File: src/rtl/grid_controller.sv
// grid_controller: single-cell falling piece on a 16x16 byte grid.
// Ports: clk, reset (sync, active-high), controller_in[3:0] button code,
//   tetris_grid_in[7:0] registered read data, grid_address[7:0],
//   grid_data_out[7:0], write_en (one grid write per asserted cycle).
module grid_controller #(
  parameter int unsigned TICK_CYCLES = 50_000_000
) (
  input  logic       clk,
  input  logic       reset,
  input  logic [3:0] controller_in,
  input  logic [7:0] tetris_grid_in,
  output logic [7:0] grid_address,
  output logic [7:0] grid_data_out,
  output logic       write_en
);

  localparam int unsigned TW =
    (TICK_CYCLES > 1) ? $clog2(TICK_CYCLES) : 1;
  localparam logic [TW-1:0] TICK_LAST = TW'(TICK_CYCLES - 1);

  localparam logic [3:0] BTN_LEFT  = 4'b0111;
  localparam logic [3:0] BTN_RIGHT = 4'b1000;
  localparam logic [3:0] BTN_DOWN  = 4'b0101;
  localparam logic [3:0] BTN_START = 4'b0100;

  localparam logic [3:0] SPAWN_ROW  = 4'd0;
  localparam logic [3:0] SPAWN_COL  = 4'd8;
  localparam logic [7:0] SPAWN_ADDR = {SPAWN_ROW, SPAWN_COL};
  localparam logic [7:0] PIECE      = 8'h01;

  typedef enum logic [3:0] {
    SPAWN_RD,
    SPAWN_CHK,
    IDLE,
    MOVE_RD,
    MOVE_CHK,
    ERASE,
    DRAW,
    GAME_OVER,
    CLEAR
  } state_e;

  state_e        state_q, state_d;
  logic [3:0]    row_q, row_d;
  logic [3:0]    col_q, col_d;
  logic [3:0]    tgt_row_q, tgt_row_d;
  logic [3:0]    tgt_col_q, tgt_col_d;
  logic          mv_down_q, mv_down_d;
  logic          pend_down_q, pend_down_d;
  logic          pend_left_q, pend_left_d;
  logic          pend_right_q, pend_right_d;
  logic [3:0]    btn_prev_q, btn_prev_d;
  logic [TW-1:0] tick_q, tick_d;
  logic [7:0]    addr_q, addr_d;
  logic [7:0]    wdata_q, wdata_d;
  logic          we_q, we_d;

  logic       edge_left;
  logic       edge_right;
  logic       edge_down;
  logic       edge_start;
  logic       tick_wrap;
  logic       running;
  logic [3:0] down_row;
  logic [3:0] left_col;
  logic [3:0] right_col;

  // A request fires only on the cycle the code first appears.
  assign edge_left  = (controller_in == BTN_LEFT)
                    && (btn_prev_q != BTN_LEFT);
  assign edge_right = (controller_in == BTN_RIGHT)
                    && (btn_prev_q != BTN_RIGHT);
  assign edge_down  = (controller_in == BTN_DOWN)
                    && (btn_prev_q != BTN_DOWN);
  assign edge_start = (controller_in == BTN_START)
                    && (btn_prev_q != BTN_START);

  assign tick_wrap = (tick_q == TICK_LAST);
  assign running   = (state_q != GAME_OVER)
                  && (state_q != CLEAR);

  assign down_row  = row_q + 4'd1;
  assign left_col  = col_q - 4'd1;
  assign right_col = col_q + 4'd1;

  always_comb begin
    state_d      = state_q;
    row_d        = row_q;
    col_d        = col_q;
    tgt_row_d    = tgt_row_q;
    tgt_col_d    = tgt_col_q;
    mv_down_d    = mv_down_q;
    btn_prev_d   = controller_in;
    addr_d       = addr_q;
    wdata_d      = 8'h00;
    we_d         = 1'b0;
    tick_d       = '0;
    pend_down_d  = pend_down_q;
    pend_left_d  = pend_left_q;
    pend_right_d = pend_right_q;

    if (running) begin
      tick_d       = tick_wrap ? '0 : tick_q + TW'(1);
      pend_down_d  = pend_down_q | tick_wrap | edge_down;
      pend_left_d  = pend_left_q | edge_left;
      pend_right_d = pend_right_q | edge_right;
    end

    unique case (state_q)
      SPAWN_RD: begin
        row_d  = SPAWN_ROW;
        col_d  = SPAWN_COL;
        addr_d = SPAWN_ADDR;
        // Straight out of reset the port still shows 0, so hold
        // here one more cycle until the spawn cell is on the bus.
        if (addr_q == SPAWN_ADDR) begin
          state_d = SPAWN_CHK;
        end
      end

      SPAWN_CHK: begin
        if (tetris_grid_in != 8'h00) begin
          state_d = GAME_OVER;
        end else begin
          addr_d  = SPAWN_ADDR;
          wdata_d = PIECE;
          we_d    = 1'b1;
          state_d = DRAW;
        end
      end

      IDLE: begin
        if (pend_down_q) begin
          pend_down_d = tick_wrap | edge_down;
          if (row_q == 4'd15) begin
            addr_d  = SPAWN_ADDR;
            state_d = SPAWN_RD;
          end else begin
            tgt_row_d = down_row;
            tgt_col_d = col_q;
            mv_down_d = 1'b1;
            addr_d    = {down_row, col_q};
            state_d   = MOVE_RD;
          end
        end else if (pend_left_q) begin
          pend_left_d = edge_left;
          if (col_q != 4'd0) begin
            tgt_row_d = row_q;
            tgt_col_d = left_col;
            mv_down_d = 1'b0;
            addr_d    = {row_q, left_col};
            state_d   = MOVE_RD;
          end
        end else if (pend_right_q) begin
          pend_right_d = edge_right;
          if (col_q != 4'd15) begin
            tgt_row_d = row_q;
            tgt_col_d = right_col;
            mv_down_d = 1'b0;
            addr_d    = {row_q, right_col};
            state_d   = MOVE_RD;
          end
        end
      end

      MOVE_RD: begin
        state_d = MOVE_CHK;
      end

      MOVE_CHK: begin
        if (tetris_grid_in != 8'h00) begin
          // Blocked fall freezes the piece where it is.
          if (mv_down_q) begin
            addr_d  = SPAWN_ADDR;
            state_d = SPAWN_RD;
          end else begin
            state_d = IDLE;
          end
        end else begin
          addr_d  = {row_q, col_q};
          we_d    = 1'b1;
          state_d = ERASE;
        end
      end

      ERASE: begin
        addr_d  = {tgt_row_q, tgt_col_q};
        wdata_d = PIECE;
        we_d    = 1'b1;
        row_d   = tgt_row_q;
        col_d   = tgt_col_q;
        state_d = DRAW;
      end

      DRAW: begin
        state_d = IDLE;
      end

      GAME_OVER: begin
        pend_down_d  = 1'b0;
        pend_left_d  = 1'b0;
        pend_right_d = 1'b0;
        if (edge_start) begin
          addr_d  = 8'h00;
          we_d    = 1'b1;
          state_d = CLEAR;
        end
      end

      CLEAR: begin
        pend_down_d  = 1'b0;
        pend_left_d  = 1'b0;
        pend_right_d = 1'b0;
        if (addr_q == 8'hFF) begin
          addr_d  = SPAWN_ADDR;
          state_d = SPAWN_RD;
        end else begin
          addr_d = addr_q + 8'd1;
          we_d   = 1'b1;
        end
      end

      default: begin
        state_d = SPAWN_RD;
      end
    endcase
  end

  always_ff @(posedge clk) begin
    if (reset) begin
      state_q      <= SPAWN_RD;
      row_q        <= SPAWN_ROW;
      col_q        <= SPAWN_COL;
      tgt_row_q    <= SPAWN_ROW;
      tgt_col_q    <= SPAWN_COL;
      mv_down_q    <= 1'b0;
      pend_down_q  <= 1'b0;
      pend_left_q  <= 1'b0;
      pend_right_q <= 1'b0;
      btn_prev_q   <= 4'b0000;
      tick_q       <= '0;
      addr_q       <= 8'h00;
      wdata_q      <= 8'h00;
      we_q         <= 1'b0;
    end else begin
      state_q      <= state_d;
      row_q        <= row_d;
      col_q        <= col_d;
      tgt_row_q    <= tgt_row_d;
      tgt_col_q    <= tgt_col_d;
      mv_down_q    <= mv_down_d;
      pend_down_q  <= pend_down_d;
      pend_left_q  <= pend_left_d;
      pend_right_q <= pend_right_d;
      btn_prev_q   <= btn_prev_d;
      tick_q       <= tick_d;
      addr_q       <= addr_d;
      wdata_q      <= wdata_d;
      we_q         <= we_d;
    end
  end

  assign grid_address  = addr_q;
  assign grid_data_out = wdata_q;
  assign write_en      = we_q;

endmodule

File: config.mk
export PLATFORM = sky130hd
export DESIGN_NAME = grid_controller
export DESIGN_NICKNAME = d
export VERILOG_FILES = /design/src/rtl/grid_controller.sv
export SDC_FILE = /design/constraint.sdc
export NUM_CORES = 1
export LEC_CHECK = 0
export ABC_AREA = 1
export ABC_CLOCK_PERIOD_IN_PS = 2850
export BUFFER_PORTS_ARGS = -buffer_cell sky130_fd_sc_hd__buf_2
export CAP_MARGIN = 0
export CORE_MARGIN = 2
export CORE_UTILIZATION = 67
export CTS_BUF_LIST = sky130_fd_sc_hd__clkbuf_8
export DETAILED_ROUTE_END_ITERATION = 12
export GPL_TIMING_DRIVEN = 0
export PLACE_DENSITY = 0.88
export SETUP_SLACK_MARGIN = 0.3
export SLEW_MARGIN = 20
export SYNTH_ARGS = -nofsm -noshare
export SYNTH_HDL_FRONTEND = slang
export SYNTH_SLANG_ARGS = --single-unit
File: constraint.sdc
create_clock -name clk -period 2.85 [get_ports clk]
set_input_delay 0.4275 -clock clk [delete_from_list [all_inputs] [get_ports clk]]
set_output_delay 0.4275 -clock clk [all_outputs]
set_load 0.01 [all_outputs]
==> results.txt, run 1 <==
For the worst setup path, the data required time is 3.13 ns. The logs give 0.0140 ns for the worst setup skew after layout and 1.71 mW for the cell-internal power. From synthesis to final layout, the design area changed by 11.7%. The mapped netlist covers 0.00399 sq mm.

The count of pins over their slew limit was 0. Using the TritonRoute via totals, the vias-per-cell ratio works out to 5.60. Of the total power, combinational logic draws 25.8%.

Chip height: 81.1 um. For this block, the via count after detailed routing is 3946. Initial antenna violation count: 0. Yosys attributes the largest share of cell area to dfxtp_1 32%, nand2_1 13%, nor2_1 7.6%. After floorplanning, the core was sized to cover 0.00585 sq mm. The share of async-settable or async-resettable flops after synthesis is 0%.

The run gives 3 as the number of levels in the clock H-tree. The worst setup path is captured at a flip-flop. Prior to clock tree synthesis, the placed netlist has a worst setup slack of 1.09 ns. After layout, the design draws a total of 2.57 mW. Sequential cells account for 38.2% of the total power. The maximum ir drop on the vdd rail is 0.000448 V, and the pin count of the biggest net entering global routing is 12. The run gives 705 as the number of non-filler instances in the completed layout. After clock tree synthesis, the clock-pin slew on the worst setup and hold paths is 0.07 ns. On the critical path, the stage with the largest delay is an instance of fa_1. The clock sink count is 64. After detailed placement, the design holds a cell count of 689.

The worst path uses 63.4% of the clock period. The run gives 2 as the number of buffers between clock root and the deepest sink. The flow ran to the end, and the final reports show no timing, DRC or antenna violations. The wire length of the first global-routing pass was 15800 um.

The worst register-to-register path has a depth of 7. Setup repair after global routing left no endpoint under its margin. In this run the post-CTS setup repair buffer count came out at 0.

TritonCTS built the clock tree. For this run, the post-layout net count is 646. The number of port buffers was 22; the number of remaining DRC errors was 0.

The power spent charging and discharging nets is 859 uW. The initial core utilization was 68.1%; the width of the die was 81.1 um. The number of antenna diodes in the final layout is 0.

The tools report the cell area after placement as 0.00421 sq mm. The path category of the worst min-delay check is in2reg. The tools report the clock network fraction of design power as 36.0%. After synthesis, the largest family of logic cells by area is simple AND/OR/NAND/NOR gates.

The worst slew margin relative to its limit was 63.3%. Launch instance of the worst register-to-register path: col_q[0]. The transition time of the tightest slew-check pin was 0.551 ns. Setup violations remaining at the end of the flow were counted as 0. Synthesized-area fraction occupied by xor and xnor cells: 3.08%. The mean post-synth cell area was 6.80 sq um; the share of the synthesized area in the top cell type was 32.1%. The tools report the worst hold-check slack as 0.297 ns. The capture point of the worst reg-to-reg path is grid_address[1]. Mux contribution to synthesized area: 0%. Traced cell by cell, the critical path runs through fa_1 -> inv_1 -> o21ai_0 -> o211ai_1 -> nand4_1 -> nand2_1 -> a21oi_1. In this run the worst path has a maximum fanout of 7.

The run gives 7140 um as the placed wire-length estimate. Library cell used as clock root buffer: clkbuf_8. Pin placement for this block handled 31 I/O pins. The clock latency on the worst-skew pair is 0.36 ns, and the share of final-layout standard cells stronger than drive strength 1 is 18.9%. The number of enable flip-flop cells after synthesis was 0.

The library cells used most frequently in the layout, excluding fill and tap cells, are 142 x nand2_1, 81 x nor2_1, 64 x dfxtp_1, 61 x inv_1, 45 x nand3_1. The total power density per cell area is 578 mW/mm^2, and the switching part of the total power is 33.4%. Routability-driven placement finished with a final weighted congestion of 0.964. The synthesized netlist devotes 41.2% of its cell area to simple gates. The run gives 0 ns as the final total negative setup slack. With fillers left out, the area of the finished cells amounts to 0.00445 sq mm. Of the synthesized area, sequential elements account for 32.1%. Buffers inserted during clock tree synthesis total 9.

The worst setup path is launched from a flip-flop. After synthesis the netlist holds a flip-flop and latch count of 64. Number of global-route vias before repair: 3434. Final-report hold violation count: 0. Derived from the worst setup path, the maximum achievable clock frequency is 554 MHz. In the final routed layout, each cell accounts on average for 13.7 um. The run gives 0.00658 sq mm as the total die area. Data arrival time of the critical path: 2.08 ns.

For this run the aggregate overflow at the end of global routing stands at 0. The most common cell after layout, fill and taps aside is nand2_1. The post-cts gate resize count was 0. The critical path class was reg2reg. Summed over all instances, the cell type with the most area after synthesis is dfxtp_1. The highest cell delay on the worst timing path was 0.58 ns; the register-to-register setup slack was 1.04 ns. The tool flagged a number of max-cap violations equal to 0. Cells fill 76.1% of the core in the end.

Yosys mapped the design onto 44 distinct sky130hd cell types. Tracing the worst setup path back leads to its startpoint at col_q[0]. The first routing iteration left 300 violations. In this run the remaining antenna-violating nets after routing total 0. The tools report the worst setup path endpoint as grid_address[1]. Hold repair after CTS inserted 0 buffers.

The minimum clock period after layout was 1.81 ns; the wire length reported by the detailed router was 9680 um. Summed over all cells, the static leakage comes to 1.88 nW. The run gives 586 as the instance count of the mapped netlist. The pre-antenna-repair detailed-routing pass consisted of 5 iterations. Summing the areas of all compound-gate instances in the mapped netlist gives 10.4% of the synthesized area.

Across all setup checks in the final design, the least slack found is 1.04 ns. The tools report the number of standard-cell rows in the floorplan as 28. For the synthesis warning total, the log shows 0.

Commonest register cell after synthesis: dfxtp_1. The total track usage was 31.4%. Summing the areas of all fa, ha and maj instances in the mapped netlist gives 2.39% of the synthesized area.
[power by group through the flow]
stage / Combinational, mW / Sequential, mW / Clock, mW
finish: 0.663 / 0.983 / 0.927
global route: 0.725 / 0.986 / 0.976
CTS: 0.649 / 0.981 / 0.938
detailed placement: 0.640 / 1.00 / 0
global placement: 0.625 / 1.00 / 0
floorplan: 0.498 / 0.998 / 0
[metal layers]
layer	GRT usage, %	up-vias	wire, um
met3	8.33	25	963
met1	44.0	1778	4310
li1	-	1940	-
met2	47.0	203	4220
met4	10.0	0	187
met5	0	-	0
[area by class of cell]
cell class / instances / area (sq um)
buffer: 21 / 161
timing repair buffer: 22 / 110
clock inverter: 4 / 75.1
inverter: 71 / 267
clock buffer: 12 / 165
tap: 75 / 93.8
multi-input combinational: 436 / 2300
fill: 467 / 1400
sequential: 64 / 1280
[registers in the layout, indices dropped and copies added (netlist names)]
name           count
tick_q            26
grid_address       8
btn_prev_q         4
col_q              4
row_q              4
state_q            4
tgt_col_q          4
tgt_row_q          4
grid_data_out      1
mv_down_q          1
pend_down_q        1
pend_left_q        1
pend_right_q       1
write_en           1
[critical path: cells and delay by family (launching register included)]
kind            cells  cell delay (ns)
simple gates        2             0.16
flops               1             0.41
buf+inv             1             0.05
fa+ha+maj           1             0.58
compound gates      3             0.51
[cell families after synthesis]
kind of cell	count (synthesis)
DFF	64
AOI/OAI and AO/OA	68
and+or+nand+nor	340
adders and majority gates	7
xor gates and xnor gates	14
buffers and inverters	92
other	1
[worst min-delay path by stage]
stage / startpoint / end / slack (ns) / cells after the start
floorplan: tgt_row_q[2] / tgt_row_q[2] / 0.43 / 2
global placement: tgt_row_q[2] / tgt_row_q[2] / 0.44 / 2
detailed placement: tgt_row_q[2] / tgt_row_q[2] / 0.46 / 2
CTS: controller_in[3] / btn_prev_q[3] / 0.30 / 3
global route: controller_in[0] / btn_prev_q[0] / 0.31 / 3
finish: controller_in[3] / btn_prev_q[3] / 0.30 / 3
[Yosys cell counts (9+ instances only)]
cell type,n
a21oi_1,30
a21oi_2,9
dfxtp_1,64
inv_1,61
inv_2,10
nand2_1,142
nand3_1,45
nand4_1,15
nor2_1,81
nor3_1,11
o21ai_0,13
xor2_1,9
(Power assumes the default switching activity.)
==> inputs of run 2 (changes only) <==
Settings changed: ABC_CLOCK_PERIOD_IN_PS 2850 to 1600, CORE_UTILIZATION 67 to 56, PLACE_DENSITY 0.88 to 0.78.
Clock period 2.85 ns to 1.6 ns, I/O delays scaled along.
==> run 2 against run 1 <==
The flow now finishes with violations (setup timing). Combinational power increased to 2.7 times the previous value. Global-route usage down 2.3 points. Total power increased by 100%. Sequential share of layout area decreased by 4.7 points. Wire length rose by 30%. Die area increased by 19%. Critical path type unchanged. Critical endpoint is now grid_address[2]. Largest power group is now combinational cells.
==> results.txt, run 2 (synthesis gave the netlist of run 1 again) <==
The logs give 53.9% for the worst slew margin relative to its limit and 1.90 mW for the power spent charging and discharging nets. Share of final-layout standard cells stronger than drive strength 1: 38.5%. The logs give 0.36 ns for the clock latency on the worst-skew pair and 0 for the count of pins over their slew limit. The clock network fraction of design power came out at 31.3%. The routed layout has 4439 vias. The setup slack at placement was -0.0451 ns; the post-route cell area was 0.00550 sq mm. The sequential cell fraction of total power was 34.1%. The pin count of the biggest net entering global routing was 11.

More flip-flops sit in one register than any other, and that register is tick_q. The total power density per cell area works out to 954 mW/mm^2. The number of routed nets with antenna violations is 0, and the worst hold-check slack is 0.115 ns. The final-report hold violation count was 0; the initial antenna violation count was 0.

Setup repair after global routing could not meet its margin everywhere. The floorplan step defined a die boundary enclosing 0.00781 sq mm. In this run the tool buffered the top-level ports with 22 buffer cells. The nature of the critical path endpoint was a flip-flop. The total track usage is 29.0%. Using the TritonRoute via totals, the vias-per-cell ratio works out to 5.68. The clock tree synthesis step divided the H-tree into 3 levels. Between clock sinks in the finished design, the worst skew comes to 0.0102 ns. The final reports fail on setup timing. The average detailed-routed wire length per instance is 16.1 um, and the initial core utilization is 58.4%. Derived from the worst setup path, the maximum achievable clock frequency is 594 MHz. The first global-routing pass estimated 17700 um of wire.

The tools report the count of fill cells added during filler insertion as 442. The tools report the leakage power as 2.30 nW. The transition time of the tightest slew-check pin is 0.691 ns, and the clock-pin slew on the worst setup and hold paths is 0.07 ns. After detailed routing, the number of remaining DRC violations is 0. The number of global-route vias before repair is 3994. The run finished, with violations left.

The logs give 0 for the max-cap violation count and 1.81 ns for the required time at the worst-slack endpoint. The residual overflow from global routing was 0. The cell area after placement came out at 0.00433 sq mm.

Setup violations remaining at the end of the flow were counted as 19. 31 I/O pins were placed. The core region is 0.00683 sq mm.

Cell-internal power: 3.34 mW. The number of clock buffers inserted by TritonCTS was 9. The width of the die came out at 88.4 um. At the end of the flow, the number of nets in the layout was 701. The final critical-path setup slack was -0.0829 ns; the critical-path maximum fanout was 4.

TritonCTS built the clock tree. In this run the worst hold path is classified as in2reg. The minimum clock period after layout works out to 1.68 ns. The first TritonRoute pass finished after 6 iterations.

The most common cell after layout, fill and taps aside is nand2_1. Data on the critical path arrives at its endpoint at 1.89 ns. The worst setup path is of the reg2reg kind. In the layout the commonest cells are 126 x nand2_1, 58 x inv_1, 57 x nor2_1, 49 x dfxtp_1, 47 x buf_4. Cells fill 80.5% of the core in the end. The area growth from synthesis to final layout is 37.9%. For the antenna diode count, the log shows 0.

The worst setup path is launched from a flip-flop. CTS placed an instance of clkbuf_8 at the clock tree root. Wires add up to 12600 um.

No sink is reached through more buffers than the 2 on the longest clock path. Placed wire-length estimate: 7100 um. IR analysis of the VDD net gives a maximum drop of 0.000705 V.

The register with the most flip-flops in the layout has 26 of them. The congestion estimate from routability-driven global placement came to 0.951. The portion of the clock cycle consumed by the worst path in the final layout was 105%; the chip height was 88.4 um. In the final timing run, aggregate negative setup slack is -0.506 ns. The number of standard-cell rows in the floorplan came out at 30.

The first routing iteration left 537 violations. Net switching is 36.3% of the power. The clock sink count is 64, and the combinational fraction of design power is 34.5%.
[run 2: worst max-delay path, stage by stage (launching register included)]
cell and delay [ns]:
dfxtp_4 0.37, buf_4 0.14, ha_4 0.23, or2_4 0.25, nand2_2 0.07, nand2_1 0.05
nand2_1 0.06, nand4_1 0.17, nand2_1 0.13, a21oi_1 0.07
[run 2: repair_timing]
item	4_1_cts	5_1_grt
hold buffers	0	0
buffers inserted	31	21
gates cloned	1	2
gates resized for setup	57	84
pin swaps	21	34
endpoints found under the setup margin	58	58
[run 2: area by class of cell]
class | instances | area, sq um | area share (%)
plain buffers | 21 | 181 | 3.30
well taps | 96 | 120 | 2.18
flip-flops and latches | 64 | 1330 | 24.1
multi-input cells | 436 | 2700 | 49.2
repair buffers | 77 | 636 | 11.6
inverters | 71 | 299 | 5.44
clock inverters | 4 | 67.6 | 1.23
clock buffers | 12 | 165 | 3.00
[run 2: through the flow]
| step | power [mW] | instances |
|---|---|---|
| 3_3_place_gp | 2.93 | 710 |
| 2_1_floorplan | 2.68 | 592 |
| 3_5_place_dp | 2.95 | 710 |
| 5_1_grt | 5.43 | 781 |
| 4_1_cts | 4.78 | 758 |
| 6_report | 5.25 | 781 |
[run 2: power by group through the flow]
stage               logic [mW]  registers, mW  clock network [mW]
floorplan                0.898           1.78                   0
global placement          1.15           1.78                   0
detailed placement        1.16           1.79                   0
CTS                       1.36           1.77                1.64
global route              1.92           1.79                1.71
finish                    1.81           1.79                1.64
[run 2: worst paths after layout]
path	slack, ns	cells after the start	to	from
max	-0.08	9	grid_address[2]	pend_left_q
min	0.11	3	btn_prev_q[3]	controller_in[3]
max reg2reg	-0.08	9	grid_address[2]	pend_left_q
min reg2reg	0.49	2	tgt_row_q[2]	tgt_row_q[2]
[run 2: per-layer routing]
| layer | wire length (um) | GRT usage [%] | vias up |
|---|---|---|---|
| met1 | 4470 | 30.6 | 2029 |
| met2 | 6450 | 53.0 | 266 |
| met5 | 0 | 0 | - |
| met4 | 675 | 15.7 | 0 |
| li1 | - | - | 2068 |
| met3 | 970 | 6.90 | 76 |
==> inputs of run 3 (changes only) <==
Settings changed: CORE_UTILIZATION 56 to 40, PLACE_DENSITY 0.78 to 0.59, SETUP_SLACK_MARGIN 0.3 to unset.
==> run 3 against run 2 <==
The flow now finishes without violations. Sequential cell count unchanged. Wire length fell by 21%. Sequential share of layout area up 2.8 points. Fmax rose by 7.7%. Combinational power is 30% lower. Register-to-register slack better by 0.12 ns. Largest cell class unchanged. Largest power group is now sequential cells.
==> results.txt, run 3 (synthesis gave the netlist of run 1 again) <==
After the flow finishes, the layout carries non-filler instances totaling 784. More flip-flops sit in one register than any other, and that register is tick_q. Traced cell by cell, the critical path runs through fa_2 -> inv_2 -> o21ai_2 -> o211ai_1 -> nand4_1 -> nand2_1 -> a21oi_1. The library cell used as clock root buffer is clkbuf_8. The smallest clock period supported by the final layout is computed as 1.56 ns. For the number of remaining DRC errors, the log shows 0. The width of the die was 104 um; the chip height was 104 um. For this design, the sink count on the clock tree is 64. Counting along the longest clock path gives a buffer depth of 2.

For the pin count of the biggest net entering global routing, the log shows 11. The floorplan step defined a core boundary enclosing 0.00973 sq mm. At the end of routability-driven placement, the weighted congestion stood at 0.871. The total die area was 0.0108 sq mm. The final total negative setup slack is 0 ns.

The number of buffers inserted by hold repair at cts was 0; the post-route cell area was 0.00489 sq mm. Most common cell after layout, fill and taps aside: nand2_1. At the later pin of the worst-skew pair, clock insertion delay measures 0.34 ns. The routed layout has 3844 vias.

In this run the worst path has a maximum fanout of 7. Share of final-layout standard cells stronger than drive strength 1: 28.0%. After detailed routing, the average wire length per cell comes to 12.7 um. The tools report the nature of the critical path endpoint as a flip-flop. After filler insertion, the fill cell instance count of the layout stands at 999. At the worst endpoint, the arrival time is 1.83 ns. The share of the core filled with cells in the final layout came out at 50.2%. Using the TritonRoute via totals, the vias-per-cell ratio works out to 4.90.

Critical path class: reg2reg. The initial antenna violation count is 0. The initial core utilization came out at 41.0%. The initial detailed-routing violation count is 245, and the portion of the clock cycle consumed by the worst path in the final layout is 97.6%. The total overflow left after global routing is 0. The run finished with clean final reports. The run gives 9 as the number of clock buffers inserted by TritonCTS. The number of setup violations in the final report came out at 0. In this run the core area contains 36 standard-cell rows.

TritonCTS built the clock tree. STA classifies the critical path startpoint as a flip-flop. The HPWL after detailed placement is 7250 um. The largest single stage delay on the critical path is 0.53 ns. For this run, the post-layout net count is 667.

For this run, the top clock speed supported by timing is 640 MHz. For the pin with the worst max-slew slack, the measured transition is 0.614 ns. Dividing total power by cell area gives a power density of 910 mW/mm^2.

The total track usage is 19.1%, and the overall power consumption is 4.45 mW. Clock-pin slew on the worst setup and hold paths: 0.07 ns. Summing all flip-flop and latch instances after layout gives 0.00132 sq mm.

The cell area after placement came out at 0.00429 sq mm. The count of pins over their slew limit is 0, and the worst setup skew after layout is 0.0120 ns. The library cells used most frequently in the layout, excluding fill and tap cells, are 135 x nand2_1, 75 x nor2_1, 61 x inv_1, 50 x dfxtp_1, 42 x nand3_1.

The area of the multi-input gates came out at 0.00250 sq mm. In this run the tightest slew margin relative to its limit is 59.0%. The H-tree was split into 3 levels. The number of global-route vias before repair was 3502. The min-delay analysis places its worst path in the category in2reg.

STA puts the critical path data required time at 1.87 ns. The tools report the wire length of the first global-routing pass as 16800 um. The slowest cell on the critical path is fa_2. Summed over all layers, the routed wires come to 9980 um. The area growth from synthesis to final layout is 22.6%, and the final-report hold violation count is 0. The count of buffering cells on the critical path with inverters included is 1.

The repair_antennas step left the layout with diodes totalling 0. IR analysis of the VDD net gives a maximum drop of 0.000405 V. The flip-flop count of the largest register, all copies and words added was 26; the number of placed instances, taps included was 747. The logs give 0 for the number of routed nets with antenna violations and 2.02 nW for the leakage power. Pin placement for this block handled 31 I/O pins. Input and output buffers added on the ports amount to 22.

The pre-antenna-repair detailed-routing pass consisted of 5 iterations. Across the run, the number of max-cap violations was 0. Setup repair after global routing could not meet its margin everywhere. Grouping stages by cell kind, the critical path spends the most delay in adder cells.
-- run 3: cell count changes in the layout (fill, tap and decap cells not counted), moves of 9 or more --
cell / previous run / this run
nor2_2: 18 / 8
nor2_1: 57 / 75
nand2_1: 126 / 135
buf_6: 16 / 4
buf_4: 47 / 28
a21oi_1: 19 / 28
-- run 3: power breakdown --
part | switching (mW) | internal, mW
clock network | 0.624 | 0.789
logic | 0.830 | 0.443
registers | 0.0917 | 1.67
-- run 3: repair_timing --
item / CTS / global route
setup endpoints to repair: 40 / 52
gates resized for setup: 25 / 49
setup buffers: 9 / 12
endpoints found under the hold margin: 0 / 0
pin swaps: 6 / 26
-- run 3: final timing paths --
kind                      to        startpoint  slack, ns  cells past startpoint
max          grid_address[1]       pend_left_q       0.04                      7
min            btn_prev_q[2]  controller_in[2]       0.13                      3
max reg2reg  grid_address[1]       pend_left_q       0.04                      7
min reg2reg     tgt_row_q[2]      tgt_row_q[2]       0.46                      2
-- run 3: layout make-up --
cell class,instances,area share (%)
Multi-Input combinational cell,436,51.1
Buffer,21,3.38
Clock inverter,5,0.973
Clock buffer,11,3.10
Inverter,71,5.55
Tap cell,133,3.40
Sequential cell,64,26.9
Timing Repair Buffer,43,5.55
-- run 3: through the flow --
stage / hold WS [ns] / setup WS (ns)
after floorplan: 0.347 / 0.0559
after global placement: 0.447 / -0.155
after detailed placement: 0.457 / -0.176
after CTS: 0.118 / -0.0126
after global routing: 0.123 / -0.0705
final: 0.129 / 0.0377
-- run 3: layer usage --
metal / up-vias / track usage [%] / part of all wire (%)
met2: 85 / 30.9 / 48
met5: - / 0 / 0
met1: 1768 / 24.5 / 46
li1: 1980 / - / -
met4: 0 / 6.76 / 1.3
met3: 11 / 5.10 / 4.9
-- run 3: worst register-to-register path: cells and delay by family (launching register included) --
| kind | cells | cell delay [ns] |
|---|---|---|
| AOI/OAI and AO/OA | 3 | 0.36 |
| buffers and inverters | 1 | 0.04 |
| and+or+nand+nor | 2 | 0.17 |
| DFF | 1 | 0.38 |
| adders and majority gates | 1 | 0.53 |
